==> config.mk <==
export PLATFORM = sky130hd
export DESIGN_NAME = rgb_pattern_source
export DESIGN_NICKNAME = d
export VERILOG_FILES = /design/src/rtl/generic_pack.sv /design/src/rtl/vfp_structs_pack.sv /design/src/rtl/rgb_pattern_gen.sv /design/src/rtl/rgb_pattern_source.sv
export SDC_FILE = /design/constraint.sdc
export NUM_CORES = 1
export LEC_CHECK = 0
export CAP_MARGIN = 20
export CORE_MARGIN = 4
export CORE_UTILIZATION = 23
export DETAILED_ROUTE_END_ITERATION = 16
export DONT_BUFFER_PORTS = 1
export HOLD_SLACK_MARGIN = 0.12
export PLACE_DENSITY = 0.35
export SYNTH_ARGS = -nofsm -noshare
export SYNTH_HDL_FRONTEND = slang
export SYNTH_SLANG_ARGS = --single-unit
==> constraint.sdc <==
create_clock -name pixclk -period 3.1 [get_ports pixclk]
set_clock_uncertainty 0.05 [all_clocks]
set_input_delay 0.155 -clock pixclk [delete_from_list [all_inputs] [get_ports pixclk]]
set_output_delay 0.155 -clock pixclk [all_outputs]
set_load 0.05 [all_outputs]
==> src/rtl/generic_pack.sv <==
// Shared constants and helpers used across the video pipeline.
package generic_pack;

    localparam logic [23:0] LFSR_SEED = 24'hACE1B5;
    // Galois mask for x^24 + x^23 + x^22 + x^17 + 1
    localparam logic [23:0] LFSR_TAPS = 24'hE10000;

    function automatic logic [23:0] lfsr_step(input logic [23:0] s);
        return {1'b0, s[23:1]} ^ (s[0] ? LFSR_TAPS : 24'h000000);
    endfunction

endpackage

==> src/rtl/vfp_structs_pack.sv <==
// Pixel-stream types shared by the VFP source and sink blocks.
package vfp_structs_pack;

    typedef enum logic [1:0] {
        PAT_BARS  = 2'd0,
        PAT_RAMP  = 2'd1,
        PAT_CHECK = 2'd2,
        PAT_LFSR  = 2'd3
    } pattern_e;

    typedef enum logic [1:0] {
        S_IDLE,
        S_ACTIVE,
        S_HBLANK,
        S_VBLANK
    } src_state_e;

    localparam logic [23:0] BAR_COLORS [8] = '{
        24'hFFFFFF, 24'hFFFF00, 24'h00FFFF, 24'h00FF00,
        24'hFF00FF, 24'hFF0000, 24'h0000FF, 24'h000000
    };

endpackage

==> src/rtl/rgb_pattern_gen.sv <==
// Combinational RGB for the selected test pattern at the current pixel.
module rgb_pattern_gen
    import vfp_structs_pack::*;
(
    input  logic [11:0] x,
    input  logic [11:0] y,
    input  logic [2:0]  bar_idx,
    input  logic [23:0] lfsr,
    input  pattern_e    pattern_sel,
    output logic [23:0] rgb
);

    logic [11:0] sum;
    assign sum = x + y;

    always_comb begin
        rgb = 24'h000000;
        unique case (pattern_sel)
            PAT_BARS:  rgb = BAR_COLORS[bar_idx];
            PAT_RAMP:  rgb = {x[7:0], y[7:0], sum[7:0]};
            PAT_CHECK: rgb = (x[3] ^ y[3]) ? 24'hFFFFFF : 24'h000000;
            PAT_LFSR:  rgb = lfsr;
        endcase
    end

endmodule

==> src/rtl/rgb_pattern_source.sv <==
// Raster test-pattern source: frame FSM, counters, LFSR, registered outputs.
module rgb_pattern_source
    import vfp_structs_pack::*;
    import generic_pack::*;
#(
    parameter int IMG_WIDTH  = 400,
    parameter int IMG_HEIGHT = 300,
    parameter int H_BLANK    = 16,
    parameter int V_BLANK    = 4
) (
    input  logic        pixclk,
    input  logic        reset,
    input  logic        start,
    input  logic [7:0]  num_frames,
    input  logic [1:0]  pattern_sel,
    input  logic        hold,
    output logic        valid,
    output logic [7:0]  oRed,
    output logic [7:0]  oGreen,
    output logic [7:0]  oBlue,
    output logic [11:0] x_coord,
    output logic [11:0] y_coord,
    output logic        sof,
    output logic        eol,
    output logic        eof,
    output logic        busy,
    output logic        seq_done
);

    localparam logic [11:0] X_LAST   = 12'(IMG_WIDTH - 1);
    localparam logic [11:0] Y_LAST   = 12'(IMG_HEIGHT - 1);
    localparam logic [11:0] BAR_LAST = 12'(IMG_WIDTH / 8 - 1);
    localparam logic [15:0] HB_LAST  = 16'(H_BLANK - 1);
    localparam logic [15:0] VB_LAST  = 16'(V_BLANK - 1);

    src_state_e  state;
    logic [11:0] x, y;
    logic [11:0] bar_cnt;
    logic [2:0]  bar_idx;
    logic [23:0] lfsr;
    pattern_e    pat_q;
    logic [7:0]  num_q;
    logic [7:0]  fcnt;
    logic [15:0] bcnt;
    logic        hold_q;
    logic [23:0] rgb;

    rgb_pattern_gen u_gen (
        .x           (x),
        .y           (y),
        .bar_idx     (bar_idx),
        .lfsr        (lfsr),
        .pattern_sel (pat_q),
        .rgb         (rgb)
    );

    always_ff @(posedge pixclk) begin
        if (!reset) begin
            state    <= S_IDLE;
            x        <= '0;
            y        <= '0;
            bar_cnt  <= '0;
            bar_idx  <= '0;
            lfsr     <= LFSR_SEED;
            pat_q    <= PAT_BARS;
            num_q    <= '0;
            fcnt     <= '0;
            bcnt     <= '0;
            hold_q   <= 1'b0;
            valid    <= 1'b0;
            oRed     <= '0;
            oGreen   <= '0;
            oBlue    <= '0;
            x_coord  <= '0;
            y_coord  <= '0;
            sof      <= 1'b0;
            eol      <= 1'b0;
            eof      <= 1'b0;
            busy     <= 1'b0;
            seq_done <= 1'b0;
        end else begin
            hold_q   <= hold;
            valid    <= 1'b0;
            sof      <= 1'b0;
            eol      <= 1'b0;
            eof      <= 1'b0;
            seq_done <= 1'b0;
            unique case (state)
                S_IDLE: begin
                    if (start) begin
                        state   <= S_ACTIVE;
                        busy    <= 1'b1;
                        num_q   <= num_frames;
                        fcnt    <= '0;
                        pat_q   <= pattern_e'(pattern_sel);
                        x       <= '0;
                        y       <= '0;
                        bar_cnt <= '0;
                        bar_idx <= '0;
                        lfsr    <= LFSR_SEED;
                    end
                end
                S_ACTIVE: begin
                    if (!hold_q) begin
                        valid   <= 1'b1;
                        {oRed, oGreen, oBlue} <= rgb;
                        x_coord <= x;
                        y_coord <= y;
                        sof     <= (x == 12'd0) && (y == 12'd0);
                        eol     <= (x == X_LAST);
                        eof     <= (x == X_LAST) && (y == Y_LAST);
                        lfsr    <= lfsr_step(lfsr);
                        if (x == X_LAST) begin
                            x       <= '0;
                            bar_cnt <= '0;
                            bar_idx <= '0;
                            bcnt    <= '0;
                            state   <= (y == Y_LAST) ? S_VBLANK : S_HBLANK;
                        end else begin
                            x <= x + 12'd1;
                            // last bar keeps counting and absorbs the remainder
                            if (bar_cnt == BAR_LAST && bar_idx != 3'd7) begin
                                bar_idx <= bar_idx + 3'd1;
                                bar_cnt <= '0;
                            end else begin
                                bar_cnt <= bar_cnt + 12'd1;
                            end
                        end
                    end
                end
                S_HBLANK: begin
                    if (bcnt == HB_LAST) begin
                        state <= S_ACTIVE;
                        y     <= y + 12'd1;
                    end else begin
                        bcnt <= bcnt + 16'd1;
                    end
                end
                S_VBLANK: begin
                    if (bcnt == VB_LAST) begin
                        if (num_q == 8'd0 || 8'(fcnt + 8'd1) != num_q) begin
                            state <= S_ACTIVE;
                            fcnt  <= fcnt + 8'd1;
                            y     <= '0;
                            lfsr  <= LFSR_SEED;
                            pat_q <= pattern_e'(pattern_sel);
                        end else begin
                            state    <= S_IDLE;
                            busy     <= 1'b0;
                            seq_done <= 1'b1;
                        end
                    end else begin
                        bcnt <= bcnt + 16'd1;
                    end
                end
            endcase
        end
    end

endmodule

* After elaboration in Yosys (flattened, before gate mapping)
Memories as Yosys holds them, arrays and structs flattened.
Cells that the tools add are included.
** Operators by class
- Multiplexer cells :: 54
- Reductions and logical operators :: 27
- Order comparisons :: 1
- Add/subtract/negate cells :: 7
- Eq/ne operators :: 23
- Bitwise gates (word level) :: 6
** Operators by type and width (number)
- 2-to-1 mux 24 bit :: 8
- 2-to-1 mux 12 bit :: 9
- case mux 24 bit (4 select lines) :: 1
- case mux 24 bit (3 select lines) :: 1
- 2-to-1 mux 16 bit :: 4
- case mux 12 bit (2 select lines) :: 2
- case mux 16 bit (3 select lines) :: 1
- adder 12 x 1 -> 12 bit (second input constant) :: 3
- case mux 12 bit (3 select lines) :: 1
- equality test 12 x 9 -> 1 bit (second input constant) :: 2
- logical NOT 12 bit :: 2
- 2-to-1 mux 8 bit :: 3
- bitwise XOR 23 x 24 -> 24 bit :: 1
- AND reduction 5 bit :: 4
- inequality test 2 bit (second input constant) :: 9
- adder 16 x 1 -> 16 bit (second input constant) :: 1
- equality test 16 x 2 -> 1 bit (second input constant) :: 1
- equality test 16 x 4 -> 1 bit (second input constant) :: 1
- 2-to-1 mux 2 bit :: 8
- case mux 8 bit (2 select lines) :: 1
- equality test 12 x 6 -> 1 bit (second input constant) :: 1
- 2-to-1 mux 3 bit :: 4
- AND reduction 4 bit :: 3
- nonzero test 3 bit :: 3
- other kinds (24) :: 44
** Storage, ports and cells
- Output and inout port bits :: 54
- Bits of input ports :: 14
- Memories :: 1
- Logic and storage cells :: 141
- Bits in read-only memories :: 192
- Bits in registers :: 154
** Memory list
- (no name shown) :: words 8, width 24, read ports 1, clocked after Yosys merged registers in 0, wr ports 0, line rgb_pattern_gen.sv:19 : PAT_BARS: rgb = BAR_COLORS[bar_idx];

* Depth between registers and ports, before layout
- Depth in word-level cells :: 6
- Mapped depth :: 10
- Depth with buffers taken out :: 10

* Modules after synthesis
Synthesis repeated with hierarchy kept, for this count alone.
** Unflattened totals
- Cell total of the unflattened synthesis :: 919
- Area total of the unflattened synthesis :: 7531.0 um2
** By module, submodules not included
- rgb_pattern_source :: cells each 819, times used 1, area an instance 6717.7 um2
- rgb_pattern_gen :: cells each 100, times used 1, area an instance 813.3 um2

* Least setup slack after synthesis
OpenSTA, ideal clock, no wires.
- Path type :: reg2reg
- Start point :: register fcnt[0]
- End point :: register y[11]
- Data required time :: 2980 ps
- Arrival :: 2341 ps
- Period minus slack after synthesis :: 2461 ps
- Cell stages (with the launch flop) :: 9
- Setup slack :: 639 ps
- Path through :: dfxtp_1 ha_1 nand3_1 or3_1 nand4_1 o31ai_1 a21o_1 or4_1 a21oi_1
** On the way
- Cells in the longest elaborated chain, start to end :: 5
** Ends and longest elaborated chain
- start: declaration :: line rgb_pattern_source.sv:43 : logic [7:0] fcnt;
- start signal: assignment :: line rgb_pattern_source.sv:143 : fcnt <= fcnt + 8'd1;
- adder 8 x 1 -> 8 bit :: line rgb_pattern_source.sv:141 : if (num_q == 8'd0 || 8'(fcnt + 8'd1) != num_q) begin
- inequality test 8 bit :: line rgb_pattern_source.sv:141
- logical OR 1 bit :: line rgb_pattern_source.sv:141
- inequality test 2 bit (no source line)
- AND reduction 5 bit (no source line)
- end signal: assignment :: line rgb_pattern_source.sv:134 : y <= y + 12'd1;
- end: declaration :: line rgb_pattern_source.sv:37 : logic [11:0] x, y;
Every way passes these cells.
A chain may end at the register's enable or synchronous reset.

* Worst setup path in the final report
- Start point :: register bcnt[0]
- End point :: register fcnt[2]
** On the way
- Cells in the longest elaborated chain, start to end :: 3
** Ends and longest elaborated chain
- start: declaration :: line rgb_pattern_source.sv:44 : logic [15:0] bcnt;
- start signal: assignment :: line rgb_pattern_source.sv:136 : bcnt <= bcnt + 16'd1;
- start signal: assignment :: line rgb_pattern_source.sv:153 : bcnt <= bcnt + 16'd1;
- equality test 16 x 2 -> 1 bit :: line rgb_pattern_source.sv:140 : if (bcnt == VB_LAST) begin
- inequality test 2 bit (no source line)
- AND reduction 4 bit (no source line)
Every way passes these cells.

==> reports/results.txt <==
CTS Sinks: 154
Pins Over Slew Limit: 0
main area contributors after synthesis: dfxtp_1 (44%), nand2_1 (7.1%), a21oi_1 (6.6%)
# Post-CTS Setup Buffers: 0
most frequent cells in the layout: dfxtp_1 (154), nand2_1 (132), a21oi_1 (93)
chip width: 183 um
first-pass GRT wire length: 35300 um
Synth cell types: 60
Yosys reg bits: 154
core area: 0.0299 mm2
Avg Inst Size Synth: 8.35 um2
synth warn: 0
Arr. time, crit path: 2.99 ns
IO buf count: 0
via count: 5942
maximum clock path buffer count: 2
outcome: completed
pwr dens: 549 mW/mm2
HP Class: input port to register
Cell Area, Placed: 0.00758 mm2
final antenna-violating net count: 0
cell count of the worst reg-to-reg path: 7
routed len/inst: 17.3 um
critical path class: register to register
DRC violation count after routing: 0
Top delay family on crit path: simple AND/OR/NAND/NOR gates
Yosys top cell by area: dfxtp_1
Rel. slew slack: 56.2%
fin crit share: 88.9%
Via density: 4.68
Slowest Stage Delay on Critical Path: 0.57 ns
CP Buf/Inv Count: 0
worst-path maximum fanout: 12
maxcap violations: 0
Cell Rows: 63
I/O Pins: 68
CP max-delay cell: or4_1
initial antenna violation count: 1
Nets: 902
Syn Nets: 874
Worst-path clk slew: 0.06 ns
GP Congestion: 0.765
Int Pwr: 0.00335 W
clock power share: 43.5%
f_max: 0.363 GHz
sequential power share: 48.7%
Seq/Total Area, Yosys: 43.9%
Post-synth EDFFs: 0
CTS Buf Count: 17
area share of the largest cell type after synthesis: 43.9%
leakage power: 2.98 nW
CP Cell Sequence: ha_1 -> nor4b_1 -> nand4_1 -> or4_1 -> nor2_2 -> or3_1 -> a31oi_1
CTS H-tree lvls: 4
fin area: 0.00836 mm2
Comb power frac: 7.7%
commonest non-fill, non-tap cell in the layout: dfxtp_1
Critical Path RT: 3.33 ns
synthesized netlist cell count: 842
Die Span Y: 183 um
HPWL after DPL: 15500 um
insertion delay to the later sink of the worst-skew pair: 0.42 ns
vias in the first global route: 5954
CTS tree: yes
grt ovf: 0
First-pass DRT Iterations: 5
final hold vios: 0
peak supply drop: 0.000373 V
DRT iter0 DRCs: 311
area delta synth->final: 19.0%
CTS root buf: clkbuf_16
routed wire length: 21900 um
largest net degree at the start of global routing: 38
fin crit period: 2.76 ns
Critical Path Stages: 7
worst hold stages: 2
Setup crit end kind: register
Worst R2R Setup Slack: 0.34 ns
Switching Share: 27.0%
Finish-stage setup viols: 0
Worst setup SP type: register
n_diodes: 0
final setup TNS: 0 ns
combined global-route utilization of all metal layers: 13.4%
Initial Utilization: 23.5%
Synth Flop Type: dfxtp_1
share of cells above drive strength 1: 9.67%
die area: 0.0334 mm2
RSZ-0062 raised after global routing: no
switching pwr: 0.00124 W
Async S/R FF share, synth: 0%
measured slew at the worst slew-check pin: 0.651 ns
Mapped Area: 0.00703 mm2
area by class of cell:
type,instances,area (um2)
clock buffer,19,433
clock inverter,9,104
fill,3199,21500
inverter,21,78.8
multi-input combinational,620,3690
sequential,154,3080
tap,390,488
timing repair buffer,56,488
power groups by stage:
stage	sequential, W	combinational, W	clock [W]
after CTS	0.00224	0.000363	0.00207
after global routing	0.00225	0.000401	0.00213
final	0.00224	0.000355	0.00200
after global placement	0.00228	0.000330	0
after floorplan	0.00225	0.000234	0
after detailed placement	0.00228	0.000327	0
metrics by stage:
step           hold slack [ns]  util [%]  worst slack (ns)  total power (W)  cells
3_5_place_dp             0.240      25.4             0.328          0.00261   1218
6_report                 0.182      28.0             0.344          0.00459   1269
3_3_place_gp             0.237      25.4             0.410          0.00261   1218
2_1_floorplan            0.232         -             0.639          0.00249    842
4_1_cts                  0.157      28.0             0.332          0.00467   1269
5_1_grt                  0.210      28.0            0.0915          0.00478   1269
sequential cells by signal, indices dropped and copies added (netlist names), 2 cells and up:
| signal | cells |
|---|---|
| bar_cnt | 12 |
| bar_idx | 3 |
| bcnt | 16 |
| fcnt | 8 |
| lfsr | 24 |
| num_q | 8 |
| oBlue | 8 |
| oGreen | 8 |
| oRed | 8 |
| pat_q | 2 |
| state | 2 |
| x | 12 |
| x_coord | 12 |
| y | 12 |
| y_coord | 12 |
synth_stat cells (3+ instances only):
cell type  number
dfxtp_1       154
nand2_1       132
a21oi_1        93
nor2_1         58
o21ai_0        56
clkbuf_1       35
nand3_1        32
xor2_1         26
inv_1          21
nand4_1        18
xnor2_1        18
ha_1           17
nor3_1         15
mux2_2         14
a22o_1         13
o22a_1         13
and3_1         11
or3_1          11
o31ai_1         9
buf_2           8
or4_1           8
and2_1          6
nor4_1          6
a21o_1          5
nand2b_1        5
a31oi_1         4
buf_1           4
a211oi_1        3
nor2b_1         3
nor3b_1         3
o21a_1          3
kinds of logic after synthesis:
family	count (synthesis)	synth area share, %
adders and majority gates	18	3.31
buffers and inverters	68	3.78
and+or+nand+nor	322	21.8
muxes	15	2.39
xor gates and xnor gates	45	5.80
DFF	154	43.9
AOI/OAI and AO/OA	220	19.1
final timing paths:
path / endpoint / startpoint
setup / recovery: fcnt[2]$_SDFFE_PN0P_ / bcnt[0]$_SDFFE_PN0P_
hold / removal: bcnt[15]$_SDFFE_PN0P_ / reset
hold reg to reg: fcnt[7]$_SDFFE_PN0P_ / fcnt[7]$_SDFFE_PN0P_
setup reg to reg: fcnt[2]$_SDFFE_PN0P_ / bcnt[0]$_SDFFE_PN0P_
routing by layer:
metal  part of all wire [%]  vias to the layer above  wire, um  track usage (%)
met5                      0                        -         0                0
li1                       -                     3030         -                -
met1                     49                     2813     10800             18.7
met3                    4.0                       14       886             2.94
met2                     46                       85     10000             21.0
met4                   0.88                        0       193             3.49
repair_timing:
| item | 4_1_cts | 5_1_grt |
|---|---|---|
| hold buffers | 23 | 0 |
| endpoints found under the hold margin | 73 | 0 |
| gates resized for setup | 0 | 0 |
worst register-to-register path, cell delays in order (launching register included):
cell,delay [ns]
dfxtp_1,0.36
ha_1,0.31
nor4b_1,0.28
nand4_1,0.25
or4_1,0.57
nor2_2,0.20
or3_1,0.45
a31oi_1,0.15
No activity file was read; power rests on OpenSTA's default activity.
